### src/rtl/rr_svi_arbiter.sv
// rr_svi_arbiter
//   Round-robin arbiter with a guaranteed one-cycle bubble between grants
//   and a bounded grant-hold time.
//
//   Flow: IDLE samples i_req and registers a winner -> GRANT holds a stable
//   one-hot grant until the owner releases, drops its request or the hold
//   counter reaches TIMEOUT -> REST (one cycle, no grant) -> IDLE.
//
// Ports
//   i_clk      : clock, all state updates on the rising edge
//   i_arst_n   : asynchronous active-low reset
//   i_req      : per-channel level request
//   i_release  : per-channel one-cycle release strobe (only the owner's bit matters)
//   o_gnt      : one-hot (or zero) grant
//   o_gnt_id   : index of the granted channel, 0 when nothing is granted
//   o_busy     : high whenever the arbiter is not IDLE
//   o_timeout  : one-cycle pulse, in the first REST cycle, when a grant was
//                revoked by the hold counter
module rr_svi_arbiter #(
    parameter int N_REQ   = 8,
    parameter int TIMEOUT = 15,
    localparam int ID_W   = $clog2(N_REQ)
) (
    input  logic              i_clk,
    input  logic              i_arst_n,
    input  logic [N_REQ-1:0]  i_req,
    input  logic [N_REQ-1:0]  i_release,
    output logic [N_REQ-1:0]  o_gnt,
    output logic [ID_W-1:0]   o_gnt_id,
    output logic              o_busy,
    output logic              o_timeout
);

    typedef enum logic [1:0] {
        ST_IDLE  = 2'd0,
        ST_GRANT = 2'd1,
        ST_REST  = 2'd2
    } state_t;

    localparam logic [7:0]      TIMEOUT_L = 8'(TIMEOUT);
    localparam logic [ID_W-1:0] PTR_INIT  = ID_W'(N_REQ - 1);
    localparam logic [ID_W:0]   N_REQ_W   = (ID_W + 1)'(N_REQ);

    state_t          state_reg, state_next;
    logic [ID_W-1:0] owner_reg, owner_next;
    logic [ID_W-1:0] ptr_reg, ptr_next;
    logic [7:0]      hold_reg, hold_next;
    logic            timeout_reg, timeout_next;

    // Round-robin search: first requester scanning upward from ptr+1.
    // The sum is one bit wider than an index so ptr+k (at most 2*N_REQ-1)
    // never overflows before the modulo correction.
    logic            win_found;
    logic [ID_W-1:0] win_idx;
    logic [ID_W:0]   scan_idx;

    always_comb begin
        win_found = 1'b0;
        win_idx   = '0;
        scan_idx  = '0;
        for (int k = 1; k <= N_REQ; k++) begin
            scan_idx = {1'b0, ptr_reg} + (ID_W + 1)'(k);
            if (scan_idx >= N_REQ_W) begin
                scan_idx = scan_idx - N_REQ_W;
            end
            if (!win_found && i_req[scan_idx[ID_W-1:0]]) begin
                win_found = 1'b1;
                win_idx   = scan_idx[ID_W-1:0];
            end
        end
    end

    // State register
    always_ff @(posedge i_clk or negedge i_arst_n) begin
        if (!i_arst_n) begin
            state_reg   <= ST_IDLE;
            owner_reg   <= '0;
            ptr_reg     <= PTR_INIT;
            hold_reg    <= '0;
            timeout_reg <= 1'b0;
        end else begin
            state_reg   <= state_next;
            owner_reg   <= owner_next;
            ptr_reg     <= ptr_next;
            hold_reg    <= hold_next;
            timeout_reg <= timeout_next;
        end
    end

    // Next-state logic
    always_comb begin
        state_next   = state_reg;
        owner_next   = owner_reg;
        ptr_next     = ptr_reg;
        hold_next    = hold_reg;
        timeout_next = 1'b0;
        unique case (state_reg)
            ST_IDLE: begin
                if (win_found) begin
                    state_next = ST_GRANT;
                    owner_next = win_idx;
                    hold_next  = '0;
                end
            end
            ST_GRANT: begin
                // Release / request drop outrank the timeout so a voluntary
                // hand-back in the last allowed cycle is never flagged.
                if (i_release[owner_reg] || !i_req[owner_reg]) begin
                    state_next = ST_REST;
                    ptr_next   = owner_reg;
                end else if (hold_reg == TIMEOUT_L) begin
                    state_next   = ST_REST;
                    ptr_next     = owner_reg;
                    timeout_next = 1'b1;
                end else if (hold_reg != 8'hFF) begin
                    hold_next = hold_reg + 8'd1;
                end
            end
            ST_REST: begin
                state_next = ST_IDLE;
            end
            default: begin
                state_next = ST_IDLE;
            end
        endcase
    end

    // Outputs are decoded from registered state so reset removes the grant
    // immediately, without waiting for a clock edge.
    generate
        for (genvar gi = 0; gi < N_REQ; gi++) begin : g_gnt
            assign o_gnt[gi] = (state_reg == ST_GRANT) && (owner_reg == ID_W'(gi));
        end
    endgenerate

    assign o_gnt_id  = (state_reg == ST_GRANT) ? owner_reg : '0;
    assign o_busy    = (state_reg != ST_IDLE);
    assign o_timeout = timeout_reg;

endmodule
### config.mk
export PLATFORM = sky130hd
export DESIGN_NAME = rr_svi_arbiter
export DESIGN_NICKNAME = d
export VERILOG_FILES = /design/src/rtl/rr_svi_arbiter.sv
export SDC_FILE = /design/constraint.sdc
export NUM_CORES = 1
export LEC_CHECK = 0
export CELL_PAD_IN_SITES_DETAIL_PLACEMENT = 0
export CELL_PAD_IN_SITES_GLOBAL_PLACEMENT = 1
export CORE_ASPECT_RATIO = 1.25
export CORE_MARGIN = 3
export CORE_UTILIZATION = 50
export CTS_BUF_LIST = sky130_fd_sc_hd__clkbuf_8
export DETAILED_ROUTE_END_ITERATION = 8
export DONT_BUFFER_PORTS = 1
export PLACE_DENSITY_LB_ADDON = 0.08
export SYNTH_ARGS = -nofsm -noshare
export SYNTH_HDL_FRONTEND = slang
export SYNTH_SLANG_ARGS = --single-unit
### constraint.sdc
create_clock -name i_clk -period 4.4 [get_ports i_clk]
set_input_delay 0.66 -clock i_clk [delete_from_list [all_inputs] [get_ports i_clk]]
set_output_delay 0.66 -clock i_clk [all_outputs]
set_load 0.05 [all_outputs]
Word-level counts from Yosys, hierarchy flattened
Cells that the tools add are included.

Logic and storage cells: 146. Input port bits: 18. Output and inout bits: 13. Flip-flop bits (word level): 17.

Eq/ne operators: 15. Reductions and logical operators: 33. Magnitude comparators: 17. $add $sub $neg: 17. Multiplexer cells: 59.

Operators by type and width (count): $mux W3 (19); $lt A3 B4 Y1 const B (9); $ge A4 B4 Y1 const B (8); $mux W8 (4); $bmux W1 S3 (10); $sub A3 B1 Y3 const B (8); $mux W1 (21); $add A3 B3 Y4 const B (4); $pmux W8 S2 (1); $logic_and A1 B1 Y1 (15); $eq A3 B3 Y1 const B (4); $add A3 B2 Y4 const B (2); $add A8 B1 Y8 const B (1); $eq A8 B4 Y1 const B (1); $logic_not A1 Y1 (8); $ne A2 B2 Y1 const B (4); $ne A8 B8 Y1 const B (1); $eq A3 B2 Y1 const B (2); $mux W2 (3); $reduce_and A2 Y1 (3); $reduce_bool A2 Y1 (3); $reduce_and A5 Y1 (1); $add A3 B1 Y4 const B (1); $add A3 B4 Y4 const B (1); 7 further kinds (7).

Depth between registers and ports, before layout
Word-level depth: 29. Gate-level depth with buffers: 13. Gate-level depth less buffers: 9.

Least setup slack after synthesis
Ideal clock, no wire load.

Path type: register to register. From: reg ptr_reg[1]. To: reg owner_reg[0]. Library setup time: 68 ps. Stages on the path, launching flop included: 14. Period minus slack after synthesis: 3079 ps. Setup slack: 1321 ps. Data required time: 4332 ps. Path buffers: 4. Data arrival time: 3010 ps. Cell sequence: dfstp_2 -> buf_4 -> buf_2 -> inv_1 -> ha_1 -> buf_2 -> mux2i_1 -> mux2i_1 -> o221ai_2 -> nand4_2 -> buf_6 -> o2111a_1 -> a211o_1 -> nand3_1.

Word-level cells in the longest chain between the ends: 28. Elaborated cells between the ends (all ways): 79. Classes of those cells: add/sub (16); order compare (8); mux (40); reduce/logical (15).

RTL lines: from (decl) (line 46) `logic [ID_W-1:0] ptr_reg, ptr_next;`; from (signal assigned) (line 84) `ptr_reg <= ptr_next;`; $add A3 B1 Y4 (line 62) `scan_idx = {1'b0, ptr_reg} + (ID_W + 1)'(k);`; $ge A4 B4 Y1 / $sub A3 B1 Y3 (equally long branches) (line 63, 64); $mux W3 (line 63) `if (scan_idx >= N_REQ_W) begin`; $bmux W1 S3 (line 66) `if (!win_found && i_req[scan_idx[ID_W-1:0]]) begin`; $mux W1 (implied by the code) (line 66); $mux W1 (line 66); $logic_not A1 Y1 (line 66); $logic_and A1 B1 Y1 (line 66); (+12 left out); $mux W1 (line 66); $logic_not A1 Y1 (line 66); $logic_and A1 B1 Y1 (line 66); $mux W1 (line 66); $logic_not A1 Y1 (line 66); $logic_and A1 B1 Y1 (line 66); $mux W1 (line 66); $reduce_and A2 Y1 (no line); to (signal assigned) (line 83) `owner_reg <= owner_next;`; to (decl) (line 45) `logic [ID_W-1:0] owner_reg, owner_next;`.

Several ways; a longest one is shown, not always the timed one. The select of a mux whose other input is x is not followed. A chain may end at the register's enable or synchronous reset.

Worst setup path after layout
From: reg ptr_reg[0]. To: reg hold_reg[5].

Word-level cells in the longest chain between the ends: 29. Elaborated cells between the ends (all ways): 72. Classes of those cells: add/sub (16); order compare (8); eq/ne (1); mux (32); reduce/logical (15).

RTL lines: $add A3 B1 Y4 (line 62); $ge A4 B4 Y1 / $sub A3 B1 Y3 (equally long branches) (line 63, 64); $mux W3 (line 63); $bmux W1 S3 (line 66); $mux W1 (implied by the code) (line 66); $mux W1 (line 66); $logic_not A1 Y1 (line 66); $logic_and A1 B1 Y1 (line 66); (+13 left out); $logic_not A1 Y1 (line 66); $logic_and A1 B1 Y1 (line 66); $mux W1 (line 66); $logic_not A1 Y1 (line 66); $logic_and A1 B1 Y1 (line 66); $mux W1 (*) (line 66); $ne A2 B2 Y1 (no line) (*); $reduce_and A5 Y1 (no line) (*); to (signal assigned) (line 85) `hold_reg <= hold_next;`; to (decl) (line 47) `logic [7:0] hold_reg, hold_next;`.

Every way passes the cells marked *; elsewhere a longest branch is shown, timed or not. The select of a mux whose other input is x is not followed.

==> metrics.txt <==
run status finished, final reports clean; grt ovf 0; Rel. slew slack around two fifths; CTS sink count 17; Final Net Count approximately 260; Port Buffers 0; dominant cell by count in the synthesized netlist nand2_1; synth cell count leaders nand2_1, nand2b_1, dfrtp_1, mux2i_1, nor2_1; GPL Wtd Cong 0.937; setup bufs post-CTS 0; crit path to hold_reg[5]; Die X 62.8 um; synth warn 0; Slew Limit Fails 0; clk_lat worst skew between 0.2 and 0.3 ns; Yosys top cell area share between 10% and 20%; Layout area overhead 4.79%; PostCTS Resize Cnt 0; Worst-Margin Slew between 0.9 and 1 ns; H-tree levels 1; Vias between 1500 and 2000; Tmin final between 3 and 4 ns; CTS Hold Bufs 0; crit path kind reg -> reg; Async S/R FF share, synth 100%; peak supply drop 469 uV; CP Data Arrival Time 3.50 ns; RSZ-0062 raised after global routing false; sequential-to-total area share from yosys stat 21.3%; TritonRoute pass-1 iters 4; Reg2Reg Capture Point hold_reg[5]; vias in the first global route 1904; internal reg-to-reg setup slack 1.07 ns; origin of the critical flop-to-flop path ptr_reg[0]; commonest register cell after synthesis dfrtp_1; Starting Density about 53%; core area 0.00382 sq mm; synthesized cell area 0.00201 sq mm; antenna violations before repair 0; routed wire length around 5600 um; flip-flop count of the largest register after layout 8; top cells by area, synth dfrtp_1, mux4_2, mux2i_1; final setup fails 0; P_leak 0.873 nW; Synth Net Count between 200 and 300; gr usage total about a quarter; Yosys reg bits 17; Pwr per Cell Area between 800 and 900 mW/mm^2; DP Wirelength between 4000 and 5000 um; Max clock buf depth 2; Detail Route Antenna Nets 0; cell area after layout ~0.0021 sq mm; # IOs 31; num rows 25; DR vias/cell around 6.5; Mapped Cells ~240; height of the chip between 70 and 80 um; cts bufs inserted 3; first-pass GRT wire length 9350 um; dominant cell type by area after synthesis dfrtp_1; critical path peak fanout 12; largest net degree at the start of global routing 21; Worst Setup Start Kind flip-flop; die area 0.00483 sq mm; CP endpoint kind flip-flop; Setup crit start ptr_reg[0]; initial DRC count approximately 120; setup TNS 0 ns; post-synthesis cell type count 61; CTS root buffer clkbuf_8; cells on worst reg2reg path 9; fin crit share between 70% and 80%; FMAX 301 MHz; Clk pin slew, worst setup/hold paths roughly 0.07 ns; Required @ worst endpoint between 4 and 5 ns; Max Cap Viol 0; placed instance area 0.00206 sq mm; CTS tree done; ant diodes 0; fill count between 300 and 400; worst min path class in -> async; share of layout cells above drive strength 1 15.8%; final hold vios 0; skew final approximately 0.0054 ns; mean post-synth cell area 8.49 sq um; Post-synth EDFFs 0; DRC 0; WL/cell ~19 um
[power breakdown]
group	switching (mW)	internal, mW
sequential	0.108	0.216
combinational	0.882	0.545
clock	0.0521	0.0627
total	1.04	0.824
[cell families (layout without fill, tap and decap cells)]
logic type,after synthesis,count (layout),share of synthesized area (%)
mux,30,30,21.1
simple gates,100,100,26.3
flops,17,17,21.3
fa+ha+maj,3,3,1.86
buf+inv,25,22,6.03
compound gates,59,59,21.4
xor+xnor,3,3,2.05
[placed cells by master, fill, tap and decap left out, types with 3 or more instances in the layout]
cell type	n
nand3b_1	5
mux2_1	4
o221ai_1	4
clkbuf_8	3
mux2i_1	14
dfstp_2	3
nor4_1	4
o21ai_0	7
dfrtp_1	14
a211o_1	3
mux4_2	8
o21ai_1	9
nor2_1	10
nand2_1	31
a21oi_1	7
nor3_1	6
and3_1	4
nand3_1	9
ha_1	3
a31oi_1	4
buf_4	8
inv_1	9
nand2b_1	15
[per-stage QoR]
step	hold WS, ns	total power [mW]	setup WS (ns)	util, %	cells
2_1_floorplan	0.364	1.49	1.32	-	237
3_3_place_gp	0.365	1.71	1.28	54.1	284
3_5_place_dp	0.365	1.73	1.11	54.1	284
4_1_cts	0.0911	1.86	1.09	55.3	288
5_1_grt	0.0813	2.01	0.804	55.3	288
6_report	0.0976	1.87	1.07	55.3	288
[worst min-delay path by stage]
stage	to	startpoint	slack [ns]	cells past startpoint
4_1_cts	hold_reg[1]	i_arst_n	0.09	0
6_report	hold_reg[7]	i_arst_n	0.1	0
2_1_floorplan	hold_reg[0]	i_arst_n	0.36	0
3_5_place_dp	o_timeout	i_arst_n	0.36	0
5_1_grt	hold_reg[1]	i_arst_n	0.08	0
3_3_place_gp	state_reg[1]	i_arst_n	0.36	0
[worst max-delay path, stage by stage, from the launching register on]
cell and delay (ns):
dfstp_2 0.54, inv_2 0.11, ha_1 0.56, mux2i_1 0.33, mux2i_1 0.14, o221ai_2 0.31, nand4_2 0.38, nor3_2 0.47
or4_1 0.20, mux2i_1 0.20
[layout make-up]
cell class / count / area [sq um] / share of cell area, %
Multi-Input combinational cell: 195 / 1470 / 69.6
Sequential cell: 17 / 429 / 20.3
Tap cell: 54 / 67.6 / 3.20
Timing Repair Buffer: 8 / 60.1 / 2.85
Clock buffer: 3 / 41.3 / 1.96
Inverter: 10 / 37.5 / 1.78
Clock inverter: 1 / 5.00 / 0.237
[metal layers]
metal  GRT usage (%)  wire, um
met4            13.7       259
met1            26.0      2110
met3            3.07       212
met5               0         0
met2            44.3      3010
Power figures use the tool's default switching activity.
